--- config.mk ---
export PLATFORM = sky130hd
export DESIGN_NAME = dht_multi_interface_flat
export DESIGN_NICKNAME = d
export VERILOG_FILES = /design/src/rtl/dht_pkg.sv /design/src/rtl/dht_multi_interface_if.sv /design/src/rtl/dht_timeout_cnt.sv /design/src/rtl/dht_multi_interface.sv /design/src/flat_wrapper.sv
export SDC_FILE = /design/constraint.sdc
export NUM_CORES = 1
export LEC_CHECK = 0
export CAP_MARGIN = 10
export CORE_MARGIN = 2
export CORE_UTILIZATION = 30
export DETAILED_ROUTE_END_ITERATION = 8
export HOLD_SLACK_MARGIN = 0.12
export PLACE_DENSITY = 0.65
export SLEW_MARGIN = 5
export SYNTH_ARGS = -nofsm -noshare
export SYNTH_HDL_FRONTEND = slang
export SYNTH_HIERARCHICAL = 1
export SYNTH_SLANG_ARGS = --single-unit
--- constraint.sdc ---
create_clock -name i_Clock -period 5.8 [get_ports i_Clock]
set_input_delay 0.58 -clock i_Clock [delete_from_list [all_inputs] [get_ports i_Clock]]
set_output_delay 0.58 -clock i_Clock [all_outputs]
set_load 0.1 [all_outputs]
--- src/rtl/dht_pkg.sv ---
// rtl/dht_pkg.sv - shared command, status and state encodings for the DHT channel controller
package dht_pkg;

   typedef enum logic [2:0] {
      S_IDLE  = 3'd0,
      S_ARM   = 3'd1,
      S_WAIT  = 3'd2,
      S_LATCH = 3'd3,
      S_DONE  = 3'd4
   } state_t;

   localparam logic [7:0] CMD_HEALTH = 8'h01;
   localparam logic [7:0] CMD_TEMP   = 8'h02;
   localparam logic [7:0] CMD_HUM    = 8'h03;

   localparam logic [7:0] ST_OK      = 8'h00;
   localparam logic [7:0] ST_SENSOR  = 8'h1F;
   localparam logic [7:0] ST_TIMEOUT = 8'h1E;
   localparam logic [7:0] ST_CRC     = 8'h1D;
   localparam logic [7:0] ST_BADCMD  = 8'hEF;
   localparam logic [7:0] ST_BADADDR = 8'hEE;

   function automatic logic cmd_valid(input logic [7:0] cmd);
      return (cmd == CMD_HEALTH) || (cmd == CMD_TEMP) || (cmd == CMD_HUM);
   endfunction

   // Frame layout {HumInt,HumFloat,TempInt,TempFloat,Crc}; checksum wraps at 8 bits
   function automatic logic [7:0] frame_sum(input logic [39:0] frame);
      logic [7:0] s;
      s = frame[39:32] + frame[31:24] + frame[23:16] + frame[15:8];
      return s;
   endfunction

endpackage

--- src/rtl/dht_multi_interface_if.sv ---
// rtl/dht_multi_interface_if.sv - host-side request/response bundle of the DHT channel controller
interface dht_multi_interface_if #(
   parameter int CH_W = 2
);
   logic            i_En;
   logic [CH_W-1:0] i_Addr;
   logic [7:0]      i_request;
   logic [7:0]      o_data_int;
   logic [7:0]      o_data_float;
   logic [7:0]      o_status;
   logic            o_done;
   logic            o_busy;

   modport master (
      output i_En, i_Addr, i_request,
      input  o_data_int, o_data_float, o_status, o_done, o_busy
   );

   modport slave (
      input  i_En, i_Addr, i_request,
      output o_data_int, o_data_float, o_status, o_done, o_busy
   );
endinterface

--- src/rtl/dht_timeout_cnt.sv ---
// rtl/dht_timeout_cnt.sv - per-read watchdog counter with clear, enable and expire
module dht_timeout_cnt #(
   parameter int TIMEOUT_CYC = 50_000_000
) (
   input  logic i_Clock,
   input  logic i_Rst_n,
   input  logic i_clear,
   input  logic i_enable,
   output logic o_expire
);
   localparam int CNT_W = (TIMEOUT_CYC > 1) ? $clog2(TIMEOUT_CYC) : 1;
   localparam logic [CNT_W-1:0] LAST = CNT_W'(TIMEOUT_CYC - 1);

   logic [CNT_W-1:0] count;

   // Count while enabled, parking on the last value so expire stays asserted
   always_ff @(posedge i_Clock or negedge i_Rst_n) begin
      if (!i_Rst_n) begin
         count <= '0;
      end else if (i_clear) begin
         count <= '0;
      end else if (i_enable && (count != LAST)) begin
         count <= count + CNT_W'(1);
      end
   end

   assign o_expire = (count == LAST);
endmodule

--- src/rtl/dht_multi_interface.sv ---
// rtl/dht_multi_interface.sv - multiplexes one host request onto N_CH DHT sensor drivers
module dht_multi_interface
   import dht_pkg::*;
#(
   parameter int N_CH        = 4,
   parameter int CH_W        = 2,
   parameter int TIMEOUT_CYC = 50_000_000
) (
   input  logic                i_Clock,
   input  logic                i_Rst_n,
   dht_multi_interface_if.slave host,
   output logic [N_CH-1:0]     o_Dht_En,
   output logic [N_CH-1:0]     o_Dht_Rst,
   input  logic [N_CH-1:0]     i_Dht_Done,
   input  logic [N_CH-1:0]     i_Dht_Error,
   input  logic [40*N_CH-1:0]  i_Dht_Data
);
   state_t          state;
   logic [CH_W-1:0] addr_q;
   logic [7:0]      req_q;
   logic [7:0]      data_int_q;
   logic [7:0]      data_float_q;
   logic [7:0]      status_q;
   logic            done_q;

   logic            sel_done;
   logic            sel_err;
   logic [39:0]     sel_frame;
   logic [N_CH-1:0] addr_onehot;
   logic            addr_ok;
   logic            expire;

   assign addr_ok = (32'(host.i_Addr) < 32'(N_CH));

   // Select the addressed channel's flags and frame; other channels are ignored
   always_comb begin
      sel_done    = 1'b0;
      sel_err     = 1'b0;
      sel_frame   = '0;
      addr_onehot = '0;
      for (int k = 0; k < N_CH; k++) begin
         if (addr_q == CH_W'(k)) begin
            sel_done       = i_Dht_Done[k];
            sel_err        = i_Dht_Error[k];
            sel_frame      = i_Dht_Data[40*k +: 40];
            addr_onehot[k] = 1'b1;
         end
      end
   end

   dht_timeout_cnt #(
      .TIMEOUT_CYC(TIMEOUT_CYC)
   ) u_timeout (
      .i_Clock (i_Clock),
      .i_Rst_n (i_Rst_n),
      .i_clear (state == S_ARM),
      .i_enable(state == S_WAIT),
      .o_expire(expire)
   );

   // Transaction FSM; every exit into DONE loads status/strobes on the same edge
   always_ff @(posedge i_Clock or negedge i_Rst_n) begin
      if (!i_Rst_n) begin
         state        <= S_IDLE;
         addr_q       <= '0;
         req_q        <= '0;
         o_Dht_En     <= '0;
         o_Dht_Rst    <= '0;
         data_int_q   <= '0;
         data_float_q <= '0;
         status_q     <= ST_OK;
         done_q       <= 1'b0;
      end else begin
         case (state)
            S_IDLE: begin
               if (host.i_En) begin
                  addr_q <= host.i_Addr;
                  req_q  <= host.i_request;
                  if (!cmd_valid(host.i_request)) begin
                     status_q <= ST_BADCMD;
                     done_q   <= 1'b1;
                     state    <= S_DONE;
                  end else if (!addr_ok) begin
                     status_q <= ST_BADADDR;
                     done_q   <= 1'b1;
                     state    <= S_DONE;
                  end else begin
                     state <= S_ARM;
                  end
               end
            end
            S_ARM: begin
               o_Dht_En <= addr_onehot;
               state    <= S_WAIT;
            end
            S_WAIT: begin
               if (sel_err || (!sel_done && expire)) begin
                  status_q  <= sel_err ? ST_SENSOR : ST_TIMEOUT;
                  o_Dht_En  <= '0;
                  o_Dht_Rst <= addr_onehot;
                  done_q    <= 1'b1;
                  state     <= S_DONE;
               end else if (sel_done) begin
                  state <= S_LATCH;
               end
            end
            S_LATCH: begin
               if (frame_sum(sel_frame) != sel_frame[7:0]) begin
                  status_q <= ST_CRC;
               end else begin
                  status_q <= ST_OK;
                  case (req_q)
                     CMD_TEMP: begin
                        data_int_q   <= sel_frame[23:16];
                        data_float_q <= sel_frame[15:8];
                     end
                     CMD_HUM: begin
                        data_int_q   <= sel_frame[39:32];
                        data_float_q <= sel_frame[31:24];
                     end
                     default: begin
                        data_int_q   <= 8'h00;
                        data_float_q <= 8'h00;
                     end
                  endcase
               end
               o_Dht_En  <= '0;
               o_Dht_Rst <= addr_onehot;
               done_q    <= 1'b1;
               state     <= S_DONE;
            end
            S_DONE: begin
               done_q    <= 1'b0;
               o_Dht_Rst <= '0;
               o_Dht_En  <= '0;
               state     <= S_IDLE;
            end
            default: begin
               state <= S_IDLE;
            end
         endcase
      end
   end

   assign host.o_data_int   = data_int_q;
   assign host.o_data_float = data_float_q;
   assign host.o_status     = status_q;
   assign host.o_done       = done_q;
   assign host.o_busy       = (state != S_IDLE);
endmodule

--- src/flat_wrapper.sv ---
// flat-port wrapper written by rule: the top's interface ports become plain ports
module dht_multi_interface_flat import dht_pkg::*;
#(
   parameter int N_CH        = 4,
   parameter int CH_W        = 2,
   parameter int TIMEOUT_CYC = 50_000_000
)
  (i_Clock, i_Rst_n, o_Dht_En, o_Dht_Rst, i_Dht_Done, i_Dht_Error, i_Dht_Data, host_i_En, host_i_Addr, host_i_request, host_o_data_int, host_o_data_float, host_o_status, host_o_done, host_o_busy);
  dht_multi_interface_if #(.CH_W(CH_W)) host_i ();
  input  logic i_Clock;
  input  logic i_Rst_n;
  output logic [N_CH-1:0] o_Dht_En;
  output logic [N_CH-1:0] o_Dht_Rst;
  input  logic [N_CH-1:0] i_Dht_Done;
  input  logic [N_CH-1:0] i_Dht_Error;
  input  logic [40*N_CH-1:0] i_Dht_Data;
  input wire logic [$bits(host_i.i_En)-1:0] host_i_En;
  input wire logic [$bits(host_i.i_Addr)-1:0] host_i_Addr;
  input wire logic [$bits(host_i.i_request)-1:0] host_i_request;
  output wire logic [$bits(host_i.o_data_int)-1:0] host_o_data_int;
  output wire logic [$bits(host_i.o_data_float)-1:0] host_o_data_float;
  output wire logic [$bits(host_i.o_status)-1:0] host_o_status;
  output wire logic [$bits(host_i.o_done)-1:0] host_o_done;
  output wire logic [$bits(host_i.o_busy)-1:0] host_o_busy;
  assign host_i.i_En = host_i_En;
  assign host_i.i_Addr = host_i_Addr;
  assign host_i.i_request = host_i_request;
  assign host_o_data_int = host_i.o_data_int;
  assign host_o_data_float = host_i.o_data_float;
  assign host_o_status = host_i.o_status;
  assign host_o_done = host_i.o_done;
  assign host_o_busy = host_i.o_busy;
  dht_multi_interface #(.N_CH(N_CH), .CH_W(CH_W), .TIMEOUT_CYC(TIMEOUT_CYC)) u_core (.i_Clock(i_Clock), .i_Rst_n(i_Rst_n), .host(host_i), .o_Dht_En(o_Dht_En), .o_Dht_Rst(o_Dht_Rst), .i_Dht_Done(i_Dht_Done), .i_Dht_Error(i_Dht_Error), .i_Dht_Data(i_Dht_Data));
endmodule
* After elaboration in Yosys (flattened, before gate mapping) *
Cells that the tools add are included.

storage, ports and cells
  register bits after elaboration = 72
  input port bits = 181
  output and inout bits = 34

cells by class
  add/subtract/negate cells = 4
  equal/unequal tests = 19
  muxes and demuxes = 39
  bitwise gates (word level) = 1
  reductions and logical operators = 22

operators with widths
  kind                     count
  $mux W40                 4
  $mux W26                 2
  $eq A8 B2 Y1 const B     4
  $pmux W8 S2              2
  $add A26 B1 Y26 const B  1
  $eq A26 B26 Y1 const B   1
  $ne A26 B26 Y1 const B   1
  $add A8 B8 Y8            3
  $mux W8                  3
  $pmux W4 S3              2
  $pmux W8 S3              1
  $mux W1                  16
  $mux W3                  4
  $pmux W3 S4              1
  $reduce_bool A3 Y1       4
  $reduce_and A2 Y1        5
  $eq A8 B1 Y1 const B     1
  $mux W4                  2
  $ne A8 B8 Y1             1
  $reduce_and A4 Y1        2
  $eq A3 B2 Y1 const B     2
  $mux W5                  1
  $eq A2 B2 Y1 const B     2
  $ne A2 B2 Y1 const B     2
  15 further kinds         18

* Longest topological paths before layout *
  depth in word-level cells = 11
  gate-level depth with buffers = 18
  mapped depth without buffers = 14

* Cells and area by module *
The synthesis kept the hierarchy.

modules (own cells, without submodules)
  module               instances  cells an instance  area an instance (sq um)
  dht_multi_interface  1          305                3817.4
  dht_timeout_cnt      1          155                1441.4

* Least setup slack after synthesis *
OpenSTA, ideal clock, no wires.

  path kind = register -> register
  start = register u_core.addr_q[0]
  end = register u_core.data_float_q[7], in the netlist u_core/host.o_data_float[7]
  data arrival time = 4997 ps
  setup slack = 677 ps
  stages on the path, launching flop included = 18
  path through = dfrtp_1 -> buf_6 -> buf_4 -> buf_1 -> mux4_2 -> inv_1 -> fa_1 -> inv_1 -> fa_1 -> ha_1 -> inv_1 -> fa_1 -> xnor2_1 -> nor4_1 -> nand4_1 -> a211oi_4 -> buf_8 -> mux2_4

between the ends
  longest elaborated chain between the ends = 11
  elaborated cells on any way between the ends = 15

ends and longest elaborated chain
  what                         line                        RTL
  start, declared              dht_multi_interface.sv:19   logic [CH_W-1:0] addr_q;
  start signal, assigned       dht_multi_interface.sv:77   addr_q <= host.i_Addr;
  $logic_not A2 Y1             dht_multi_interface.sv:42   if (addr_q == CH_W'(k)) begin
  $mux W40 (3 in a row)        dht_multi_interface.sv:42
  $mux W40 *                   dht_multi_interface.sv:42
  $add A8 B8 Y8 (3 in a row)   dht_pkg.sv:30               s = frame[39:32] + frame[31:24] + frame[23:16] + frame[15:8];
  $ne A8 B8 Y1                 dht_multi_interface.sv:108  if (frame_sum(sel_frame) != sel_frame[7:0]) begin
  $not A1 Y1 (no line)         n/a
  $reduce_and A2 Y1 (no line)  n/a
  end signal, assigned         dht_multi_interface.sv:115  data_float_q <= sel_frame[15:8];
  end signal, assigned         dht_multi_interface.sv:119  data_float_q <= sel_frame[31:24];
  end, declared                dht_multi_interface.sv:22   logic [7:0] data_float_q;

Every way passes the cells marked *; elsewhere a longest branch is shown, timed or not.
A chain may end at the register's enable or synchronous reset.

* Worst setup path after layout *
  start = register u_core.addr_q[0]
  end = register u_core.data_float_q[3], in the netlist u_core/host.o_data_float[3]

The elaborated chain is that of the path after synthesis.

==> results.toml <==
[synthesis]
synth_cell_types = 55
ys_async_sr_fraction_pct = 100.0
synth_area_sq_mm = 0.005259
synth_fa_ha_area_share_pct = 7.233
yosys_register_bits = 69
synth_mux_area_share_pct = 26.62
synth.area.top_cells = "dfrtp_1, mux4_2, fa_1"
synthXorXnorAreaFrac_pct = 5.187
syn_avg_cell_area_sq_um = 11.43
synth_edf_count = 0
yosys_warnings = 6
synth_top_area_cell = "dfrtp_1"
synthCells = 460
synth_ff_type = "dfrtp_1"
synthDominantCellAreaShare_pct = 32.83
synth_simple_gate_area_share_pct = 13.61
synth-compound-area-share_pct = 9.113
synth_fp_nets = 663
synth_top_family_by_area = "multiplexers"
seq_area_frac_synth_pct = 32.83

[critical_path]
endpoint_kind = "register"
crit_fanout = 20
r2r-end = "u_core/host.o_data_float[3]$_DFFE_PN0P_"
cp.required_ns = 6.01
crit_type = "register to register"
worstPathArrival_ns = 5.37
reg2reg_depth = 16
r2r_setup_slack_ns = 0.64
reg2reg_from = "u_core/addr_q[0]$_DFFE_PN0P_"
startpoint_type = "register"

[timing]
clock.fmax_ghz = 0.1940
rsz0062_at_grt = "false"
fin_setup_tns_ns = 0
hold_violations = 0
worst_slack_ns = 0.6447
max_slew_margin_pct = 27.60
setup-violations-final = 0
period_needed_ns = 5.155
worstMarginPinSlew_ns = 1.083
fin_crit_sh_pct = 88.88
report.final.slew_viol_count = 0
fin_worst_skew_ns = 0.003695

[clock_network]
cts_made_buffers = 9
cts_hold_buffers = 0
clock_path_buffers = 2
clock-sinks = 69
cts_setup_buffers = 0
cts_root_buf = "clkbuf_16"
cts_resized = 0
cts_tree = "yes"
clkLatencyLatePin_ns = 0.33
htreeDepth = 3
clkTransAtPathRegs_ns = 0.05

[outcome]
status = "finished clean"

[floorplanning]
start_util_pct = 30.51
pin_count = 215
rows = 48
die_w_microns = 136.4
fp.dieH_microns = 136.4
core_area_sq_mm = 0.01724
dieArea_sq_mm = 0.01861

[placement]
dpl_cell_area_sq_mm = 0.007621
pre_cts_slack_ns = 0.5610
portBuffers = 214
placed_cells = 882
gp_congestion = 0.8823
detailed_place_hpwl_microns = 12970

[global_routing]
grt_pass1_wl_microns = 25930
track_usage_pct = 18.09
gr-total-overflow = 0
grt_max_degree = 70
first_global_vias = 4917
grt_antenna_before_repair = 0

[pwr]
power_density_mw_per_mm2 = 569.2
power.total_mw = 4.525
leakage_nw = 3.240
irDropWorstVdd_mv = 0.4765

[final_layout]
num_antenna_cells = 0
postLayoutCellArea_sq_mm = 0.007949
nFillCells = 1545
regArea_sq_mm = 0.001729
fin_cells = 898
syn2layout_area_growth_pct = 51.15
drive_above_1_share_pct = 14.41
multi_input_area_sq_mm = 0.003272
nets = 871

[detailed_routing]
viasPerCell = 5.081
routed_wl_microns = 15980
ant_nets = 0
drc = 0
drtIter0Drc = 234
wire_per_inst_microns = 17.79
firstDrtPassIters = 4
dr_total_vias = 4563

[job]
drv_cap = 0

[min_path]
hold_path.class = "primary input to async pin"
==> flip-flops by register name (all words and copies together) (netlist names) <==
| signal | flops |
|---|---|
| u_core/u_timeout/count | 26 |
| u_core/host.o_data_float | 8 |
| u_core/host.o_data_int | 8 |
| u_core/req_q | 8 |
| u_core/host.o_status | 5 |
| u_core/o_Dht_En | 4 |
| u_core/o_Dht_Rst | 4 |
| u_core/state | 3 |
| u_core/addr_q | 2 |
| u_core/host.o_done | 1 |
==> cells by family (layout without fill, tap and decap cells) <==
logic type      after synthesis  after routing
simple gates                138            138
flops                        69             69
mux                          77             77
fa+ha+maj                    22             22
buf+inv                      62            275
xor+xnor                     27             27
compound gates               65             65
==> report_power, final <==
part / switching, mW / total [mW] / internal (mW)
combinational: 1.71 / 3.20 / 1.48
clock: 0.203 / 0.603 / 0.400
sequential: 0.158 / 0.724 / 0.565
==> worst max path at each step <==
stage / startpoint / end / slack, ns
6_report: u_core/addr_q[0]$_DFFE_PN0P_ / u_core/host.o_data_float[3]$_DFFE_PN0P_ / 0.64
3_5_place_dp: u_core/addr_q[0]$_DFFE_PN0P_ / u_core/host.o_data_float[3]$_DFFE_PN0P_ / 0.56
5_1_grt: u_core/addr_q[0]$_DFFE_PN0P_ / u_core/host.o_data_float[4]$_DFFE_PN0P_ / 0.30
4_1_cts: u_core/addr_q[0]$_DFFE_PN0P_ / u_core/host.o_data_float[3]$_DFFE_PN0P_ / 0.56
3_3_place_gp: i_Dht_Data[25] / u_core/host.o_data_float[5]$_DFFE_PN0P_ / 0.72
2_1_floorplan: u_core/addr_q[0]$_DFFE_PN0P_ / u_core/host.o_data_float[7]$_DFFE_PN0P_ / 0.68
==> cells in the final DEF, fill, tap and decap left out, types with 10 or more instances in the layout <==
master	synthesis	final
nand2_1	18	18
fa_1	14	14
xor2_1	17	17
a21oi_1	16	16
nand4_1	17	17
nor2_1	41	41
mux2_2	22	22
o21ai_0	10	10
a22o_1	16	16
mux4_2	33	33
dfrtp_1	69	67
inv_1	37	37
nor3_1	10	10
nand3_1	11	11
clkdlybuf4s50_1	0	213
==> stage by stage <==
stage | util (%) | hold slack, ns
global placement | 44.21 | 0.4653
floorplan | - | 0.2844
finish | 46.12 | 0.3648
global route | 46.12 | 0.4433
detailed placement | 44.21 | 0.4681
CTS | 46.12 | 0.4065
==> cell usage after synthesis, types with 2 or more instances <==
cell type / instances
o211ai_1: 2
a211oi_1: 2
a22o_1: 16
buf_6: 3
nand2_1: 18
dfrtp_1: 69
o31ai_1: 6
a21oi_1: 16
nand4_1: 17
nor4b_1: 2
buf_4: 4
and3_1: 5
nand3_1: 11
inv_1: 37
nor3_1: 10
nor2_1: 41
or4_1: 5
nand2b_1: 4
mux2_1: 2
mux2_2: 22
xnor2_1: 7
buf_2: 2
ha_1: 8
o21ai_0: 10
buf_1: 4
and2_1: 3
or3_1: 7
nor2b_1: 5
xor2_1: 17
mux4_1: 9
fa_1: 14
mux2_4: 8
clkbuf_1: 11
nor4_1: 5
mux2i_1: 3
a21o_1: 4
mux4_2: 33
==> critical path: stages (launching register included) <==
cell	delay [ns]
dfrtp_2	0.81
buf_4	0.33
mux4_2	0.57
inv_1	0.10
fa_1	0.17
inv_1	0.05
fa_1	0.51
ha_1	0.17
inv_1	0.06
fa_1	0.40
xor2_1	0.17
xnor2_1	0.13
nor4_1	0.22
nand4_1	0.22
a211oi_4	0.42
buf_4	0.33
mux2_2	0.37
==> metal layers <==
metal / GRT usage (%) / vias to the layer above / part of all wire [%]
met5: 0 / - / 0
met4: 5.035 / 0 / 1.8
met3: 4.884 / 23 / 8.0
met2: 30.26 / 174 / 48
met1: 23.03 / 2233 / 42
li1: - / 2133 / -
==> area by class of cell <==
cell class	count	area share, %
Multi-Input combinational cell	329	41.16
Timing Repair Buffer	222	27.67
Sequential cell	69	21.75
Tap cell	225	3.542
Clock buffer	13	3.274
Inverter	37	1.747
Clock inverter	3	0.8500
Power figures use the tool's default switching activity.
